### config.mk
export PLATFORM = sky130hd
export DESIGN_NAME = layer_out_serializer
export DESIGN_NICKNAME = d
export VERILOG_FILES = /design/src/rtl/layer_out_serializer.sv
export SDC_FILE = /design/constraint.sdc
export NUM_CORES = 1
export LEC_CHECK = 0
export ABC_CLOCK_PERIOD_IN_PS = 5990
export BUFFER_PORTS_ARGS = -buffer_cell sky130_fd_sc_hd__buf_2
export CAP_MARGIN = 15
export CORE_ASPECT_RATIO = 1.4
export CORE_MARGIN = 5
export CORE_UTILIZATION = 40
export DETAILED_ROUTE_END_ITERATION = 8
export GPL_TIMING_DRIVEN = 0
export PLACE_DENSITY_LB_ADDON = 0.3
export SLEW_MARGIN = 20
export SYNTH_ARGS = -nofsm -noshare
export SYNTH_HDL_FRONTEND = slang
export SYNTH_SLANG_ARGS = --single-unit
### constraint.sdc
create_clock -name clk -period 5.99 [get_ports clk]
set_input_delay 0.599 -clock clk [delete_from_list [all_inputs] [get_ports clk]]
set_output_delay 0.599 -clock clk [all_outputs]
set_load 0.01 [all_outputs]
### src/rtl/layer_out_serializer.sv
// Captures one parallel layer output vector and replays it as a serial
// word stream (neuron 0 first) with ready back-pressure, back-to-back
// vector chaining and sticky overflow / valid-mismatch debug flags.
module layer_out_serializer #(
  parameter int unsigned NN        = 6,
  parameter int unsigned dataWidth = 16
) (
  input  logic                      clk,
  input  logic                      rst,
  input  logic [NN-1:0]             i_valid,
  input  logic [NN*dataWidth-1:0]   i_data,
  input  logic                      o_ready,
  output logic                      o_valid,
  output logic [dataWidth-1:0]      o_data,
  output logic                      o_last,
  output logic                      busy,
  output logic                      overflow,
  output logic                      err_mismatch
);

  localparam int unsigned IDX_W = (NN > 1) ? $clog2(NN) : 1;
  localparam logic [IDX_W-1:0] LAST_IDX = IDX_W'(NN - 1);

  typedef enum logic {
    IDLE = 1'b0,
    SEND = 1'b1
  } state_t;

  state_t               state_q, state_d;
  logic [IDX_W-1:0]     idx_q, idx_d;
  logic [dataWidth-1:0] buf_q [NN];
  logic [dataWidth-1:0] buf_d [NN];
  logic                 ovf_d, mis_d;
  logic                 capture;
  logic                 xfer;
  logic                 final_xfer;
  logic                 valid_d, last_d;
  logic [dataWidth-1:0] data_d;

  // Next-state, buffer load, sticky flags and next registered outputs.
  always_comb begin
    state_d    = state_q;
    idx_d      = idx_q;
    buf_d      = buf_q;
    ovf_d      = overflow;
    mis_d      = err_mismatch;
    capture    = 1'b0;
    xfer       = o_valid & o_ready;
    final_xfer = xfer && (idx_q == LAST_IDX);

    case (state_q)
      IDLE: begin
        if (i_valid[0]) begin
          capture = 1'b1;
          idx_d   = '0;
          state_d = SEND;
        end
      end
      SEND: begin
        if (final_xfer) begin
          if (i_valid[0]) begin
            // New vector chains directly behind the last word.
            capture = 1'b1;
            idx_d   = '0;
          end else begin
            state_d = IDLE;
          end
        end else if (xfer) begin
          idx_d = idx_q + IDX_W'(1);
        end
        if (i_valid[0] && !final_xfer) begin
          ovf_d = 1'b1;
        end
      end
      default: begin
        state_d = IDLE;
        idx_d   = '0;
      end
    endcase

    if (capture) begin
      for (int unsigned k = 0; k < NN; k++) begin
        buf_d[k] = i_data[k*dataWidth +: dataWidth];
      end
      if (!(&i_valid)) begin
        mis_d = 1'b1;
      end
    end

    valid_d = (state_d == SEND);
    data_d  = valid_d ? buf_d[idx_d] : '0;
    last_d  = valid_d && (idx_d == LAST_IDX);
  end

  // State, index, buffer, flags and output registers.
  always_ff @(posedge clk) begin
    if (rst) begin
      state_q      <= IDLE;
      idx_q        <= '0;
      for (int unsigned k = 0; k < NN; k++) begin
        buf_q[k] <= '0;
      end
      o_valid      <= 1'b0;
      o_data       <= '0;
      o_last       <= 1'b0;
      busy         <= 1'b0;
      overflow     <= 1'b0;
      err_mismatch <= 1'b0;
    end else begin
      state_q      <= state_d;
      idx_q        <= idx_d;
      buf_q        <= buf_d;
      o_valid      <= valid_d;
      o_data       <= data_d;
      o_last       <= last_d;
      busy         <= valid_d;
      overflow     <= ovf_d;
      err_mismatch <= mis_d;
    end
  end

endmodule

==> results of run 1 <==
critical path, delay by kind of cell, from the launching register on:
family                     cells  cell delay [ps]
DFF                            1              400
AOI/OAI and AO/OA              3             1140
and+or+nand+nor                2              450
buffers and inverters          2              330
adders and majority gates      1              230
sequential cells by signal (all words and copies together) (netlist names):
| name | flops |
|---|---|
| buf_q | 96 |
| err_mismatch | 1 |
| idx_q | 3 |
| o_data | 16 |
| o_last | 1 |
| overflow | 1 |
| state_q | 1 |
stage by stage:
| step | util, % | cells | worst slack [ps] |
|---|---|---|---|
| 2_1_floorplan | - | 708 | 3960 |
| 3_3_place_gp | 46.6 | 1018 | 3380 |
| 3_5_place_dp | 46.6 | 1018 | 3390 |
| 4_1_cts | 51.3 | 1049 | 3310 |
| 5_1_grt | 51.3 | 1049 | 3100 |
| 6_report | 51.3 | 1049 | 3270 |
worst min-delay path by stage:
| stage | slack [ps] | end |
|---|---|---|
| floorplan | 430 | buf_q[16] |
| global placement | 440 | buf_q[70] |
| detailed placement | 440 | buf_q[31] |
| CTS | 420 | buf_q[76] |
| global route | 420 | buf_q[18] |
| finish | 420 | buf_q[76] |
layer usage:
layer  up-vias  share of wire (%)  track usage [%]
met5         -                  0                0
met4         0                5.4             11.9
met3        66                7.7             5.74
met2       260                 49             38.8
met1      2705                 38             27.8
li1       2777                  -                -
logic make-up after synthesis:
logic type      after synthesis  share of synthesized area [%]
compound gates              235                           27.2
fa+ha+maj                     2                          0.447
buf+inv                      72                           6.42
flops                       119                           42.6
simple gates                280                           23.3
cell usage in the layout, fill, tap and decap left out, types with 16 or more instances in the layout:
| master | instances |
|---|---|
| nand2_1 | 194 |
| a21oi_1 | 98 |
| o2111ai_1 | 16 |
| clkbuf_1 | 38 |
| a211oi_1 | 16 |
| dfxtp_1 | 119 |
| buf_2 | 144 |
| and3_1 | 67 |
| a21boi_0 | 41 |
| o21ai_1 | 16 |
| o211ai_1 | 32 |
| clkbuf_16 | 17 |
power by group through the flow:
| stage | Sequential [W] | Combinational (W) | Clock, W |
|---|---|---|---|
| after floorplan | 0.000870 | 0.000139 | 0 |
| after global placement | 0.000872 | 0.000238 | 0 |
| after detailed placement | 0.000873 | 0.000240 | 0 |
| after CTS | 0.000857 | 0.000241 | 0.00114 |
| after global routing | 0.000861 | 0.000267 | 0.00118 |
| final | 0.000857 | 0.000243 | 0.00113 |
area by class of cell:
class | instances | area, sq um
repair buffers | 125 | 626
clock inverters | 8 | 168
inverters | 3 | 11.3
multi-input cells | 517 | 2850
plain buffers | 69 | 348
fillers | 1415 | 6740
flip-flops and latches | 119 | 2380
clock buffers | 23 | 488
well taps | 185 | 231
==> results.md, run 1 <==
* Status: completed
* Antenna diodes at 0
* Internal at 0.00171 W
* Synthesized area per cell at between 7 and 8 sq um
* Pin count of the biggest net entering global routing at 17
* Worst slew margin at 56.3%
* Worst Path Required at ~6200 ps
* Final Net Count at ~960
* Worst setup path endpoint: o_data[8]
* Pwr Total at 0.00223 W
* Chip height at 150 um
* Routed WL at 19.1 mm
* Worst Reg2Reg Path Length in Cells at 8
* Reg2Reg Capture Point: o_data[8]
* Detailed placer's ending HPWL at between 10 and 15 mm
* Seq/Total Area, Yosys at 42.6%
* Global-route usage over all layers at a little under a quarter
* Clock share of power at between 50 and 60%
* Post-DR wirelength/cell at 18.2 um
* DIE AREA at 16500 sq um
* Initial drt markers at 456
* Setup CP Type: reg2reg
* Critical path origin: idx_q[1]
* CTS tree: built
* RSZ-0062 raised after global routing: false
* Post-CTS Setup Bufs at 0
* Yosys synthesis warning count at 0
* Cells after Synth at 708
* Post-DP Area at approximately 6500 sq um
* Initial core utilization at 40.4%
* Share of cells above drive strength 1 at 22.6%
* Power Density at 314 nW/um^2
* Netlist cell types at 39
* Leak at 3.01 nW
* Clk_skew at roughly 6.2 ps
* CTS sink count at 119
* Async SR Flop Fraction at 0%
* Synth-to-Final Area Change at 27.0%
* Antenna-violating nets left at 0
* Most instantiated cells after synthesis: nand2_1 (194), dfxtp_1 (119), a21oi_1 (98)
* Seq pwr share at 38.4%
* Vias at 5808
* CP max stage delay at about 550 ps
* Gate power share at 10.9%
* PortBufs at 125
* Critical path cell sequence: inv_1 -> ha_1 -> and2_4 -> o21ai_2 -> nand2_1 -> buf_2 -> a211oi_1 -> o2111ai_1
* Setup TNS at 0 ps
* Setup crit start kind: register
* WP data arrival at 2980 ps
* DRC violations left at 0
* First drt pass iteration count at 5
* CP max-delay cell: a211oi_1
* Fin. Hold Viols at 0
* Top Ports at 126
* Most common cell in the netlist: nand2_1
* Later-pin clock latency in the skew report at just over 400 ps
* Yosys top cell area share at 42.6%
* Post-synth top area cell: dfxtp_1
* Reg2reg start: idx_q[1]
* Hold path cells at 3
* Die Width at 110 um
* Maxcap violations at 0
* Total CTS buffers at 17
* Antenna violations before repair at 0
* CORE AREA at between 10000 and 15000 sq um
* Vias in the first global route at 5479
* Crit. End Element: register
* CP Max Fanout at 10
* Syn Nets at 815
* Post-route minimum period at 2720 ps
* Switching power at 0.000522 W
* Tightest Hold Check Type: in2reg
* Synth area leaders: dfxtp_1 (43%), nand2_1 (13%), a21oi_1 (8.8%)
* Gp weighted congestion at 0.904
* Hold_ws at about 420 ps
* Root buf cell: clkbuf_16
* Final setup vio count at 0
* GRT overflow at 0
* Clk pin slew, worst setup/hold paths at 50 ps
* Post-CTS Resized at 0
* Final worst path period share at 45.4%
* Hold_sp: i_data[28]
* H-tree levels at 4
* First-pass GRT wire length at 29.1 mm
* CTS Hold Bufs at 0
* Worst-margin pin slew at 655 ps
* Syn Std Cell Area at 5600 sq um
* Fmax at 367 MHz
* Synth Flop Type: dfxtp_1
* Slew Viols, Final at 0
* Clock buffer depth at 2
* Switching share of power at 23.4%
* Drt via density at 5.54
* VDD IR-drop max at 0.000154 V
* Rows at about 50
* Flop-to-flop setup slack at 3270 ps
* Final Instance Area at 7110 sq um
* Synth Register Bits at 119
* EDFF count, synth at 0
No activity file was read; power rests on OpenSTA's default activity.
==> inputs of run 2 (changes only) <==
ABC_CLOCK_PERIOD_IN_PS = 2200   (was 5990)
clock period = 2.2 ns   (was 5.99 ns; I/O delays follow)
==> run 2 against run 1 <==
The flow now finishes with violations (setup timing); via count rose by 2.1%; global-route usage rose by 0.13 points; register-to-register slack got worse by 3300 ps; flip-flop and latch count did not move; critical path depth rose by 1; sequential share of layout area fell by 1.8 points; wire length rose by 3.5%; cell count rose by 1.6%; maximum frequency rose by 23%; critical endpoint is now o_data[7].
==> results.md, run 2 (synthesis gave the netlist of run 1 again) <==
* Status: finished, violations left
* Failing checks: setup timing
* Crit. End Element: register
* DIE AREA at 16500 sq um
* Top Ports at 126
* Slew Viols, Final at 0
* Post-DR wirelength/cell at 18.6 um
* Final setup vio count at 1
* Gp weighted congestion at around 0.9
* Met2 WL at 9.78 mm
* Power Density at 817 nW/um^2
* Die Width at around 110 um
* Leak at 3.21 nW
* Maxcap violations at 0
* DRC violations left at 0
* PortBufs at 125
* Clock buffer depth at 2
* Critical path cell sequence: inv_2 -> ha_4 -> and2_4 -> or3_4 -> buf_6 -> buf_6 -> and3_1 -> a211oi_2 -> o2111ai_1
* Antenna-violating nets left at 0
* Pwr Total at 0.00615 W
* Drt via density at 5.56
* Vias at a little under 6000
* Most common cell after layout, fill and taps aside: nand2_1
* Max FFs per register at 96
* Post-route minimum period at around 2200 ps
* Synth-to-Final Area Change at 34.4%
* Worst slew margin at 59.1%
* Setup crit start kind: register
* Met3 WL post-DR at 1.58 mm
* Initial drt markers at 504
* WP data arrival at 2470 ps
* Most used cell, CP: buf_6
* Worst Path Buf+Inv at 3
* CTS sink count at 119
* First drt pass iteration count at 8
* First-pass GRT wire length at 29.4 mm
* CTS Hold Bufs at 0
* Top sig layer: met4
* Worst Path Required at around 2500 ps
* Reg with most FFs: buf_q
* Clock share of power at 50.2%
* Tightest Hold Check Type: in2reg
* Commonest cells after routing, fill and taps aside: nand2_1 (193), buf_2 (142), dfxtp_1 (117)
* CP top delay family: simple AND/OR/NAND/NOR gates
* CP Max Fanout at 10
* VDD IR-drop max at ~0.00042 V
* H-tree levels at 4
* Met1 wire length at around 7.4 mm
* Clk_skew at 7.07 ps
* Pin count of the biggest net entering global routing at 17
* Setup CP Type: reg2reg
* Top Registers: buf_q: 96 flops, o_data: 16 flops, idx_q: 3 flops
* CP max-delay cell: or3_4
* Detailed placer's ending HPWL at 14.2 mm
* GRT overflow at 0
* Rows at 51
* Root buf cell: clkbuf_16
* Later-pin clock latency in the skew report at 410 ps
* CP max stage delay at between 300 and 400 ps
* Initial core utilization at 40.4%
* Worst-margin pin slew at about 610 ps
* Antenna diodes at 0
* Final Net Count at just under 1000
* Final worst path period share at 101%
* Switching share of power at 23.7%
* CTS tree: built
* Total CTS buffers at 17
* Clk pin slew, worst setup/hold paths at 50 ps
* RSZ-0062 raised after global routing: true
* CORE AREA at between 10000 and 15000 sq um
* Fmax at 451 MHz
* Global-route usage over all layers at 23.6%
* Switching power at 0.00146 W
* Antenna violations before repair at 0
* Gate power share at 11.8%
* Routed WL at 19.8 mm
* Chip height at 150 um
* Vias in the first global route at 5514
* Filler cell count at 1345
* Seq pwr share at a little under two fifths
* Fin. Hold Viols at 0
* Internal at 0.00469 W
* Share of cells above drive strength 1 at 30.1%
* Final Worst Setup Slack at -19.4 ps
* Setup TNS at -19.4 ps
run 2: timing repair:
item                                    CTS  global route
endpoints found under the hold margin     0             0
buffers inserted                          3            13
cloned                                    1             2
gates resized for setup                  34            75
pin swaps                                11            19
endpoints found under the setup margin   95            84
run 2: worst paths after layout:
| path | from | slack, ps | depth (start not counted) | endpoint |
|---|---|---|---|---|
| setup / recovery | idx_q[1] | -20 | 9 | o_data[7] |
| hold / removal | i_data[28] | 40 | 3 | buf_q[76] |
| setup reg to reg | idx_q[1] | -20 | 9 | o_data[7] |
| hold reg to reg | buf_q[74] | 450 | 2 | buf_q[74] |
run 2: worst reg2reg max path, stage by stage (launching register included):
cell and delay [ps]:
dfxtp_2 330, inv_2 50, ha_4 160, and2_4 190, or3_4 380, buf_6 140
buf_6 130, and3_1 190, a211oi_2 310, o2111ai_1 180
run 2: power groups by stage:
stage	logic, W	registers, W	clock network (W)
finish	0.000722	0.00234	0.00309
CTS	0.000676	0.00234	0.00310
global placement	0.000648	0.00237	0
detailed placement	0.000652	0.00238	0
global route	0.000783	0.00235	0.00322
floorplan	0.000378	0.00237	0
run 2: through the flow:
| step | instances | instance area (sq um) | setup WS, ps | util, % | hold slack (ps) |
|---|---|---|---|---|---|
| 2_1_floorplan | 708 | 5600 | 166 | - | 356 |
| 5_1_grt | 1066 | 7520 | -31.1 | 54.3 | 42.4 |
| 6_report | 1066 | 7520 | -19.4 | 54.3 | 37.2 |
| 3_5_place_dp | 1018 | 6450 | -404 | 46.6 | 442 |
| 4_1_cts | 1053 | 7250 | -7.88 | 52.4 | 36.9 |
| 3_3_place_gp | 1018 | 6450 | -413 | 46.6 | 439 |
run 2: final cells by class:
cell class	instances	area, sq um	share of cell area, %
multi-input cells	518	3060	40.8
flip-flops and latches	119	2390	31.8
repair buffers	143	762	10.1
clock buffers	23	488	6.49
plain buffers	67	407	5.41
well taps	185	231	3.08
clock inverters	8	168	2.23
inverters	3	11.3	0.150
run 2: routing by layer:
layer / vias up / global-route usage, %
li1: 2812 / -
met1: 2756 / 27.5
met2: 294 / 39.6
met3: 67 / 5.61
met4: 0 / 12.1
met5: - / 0
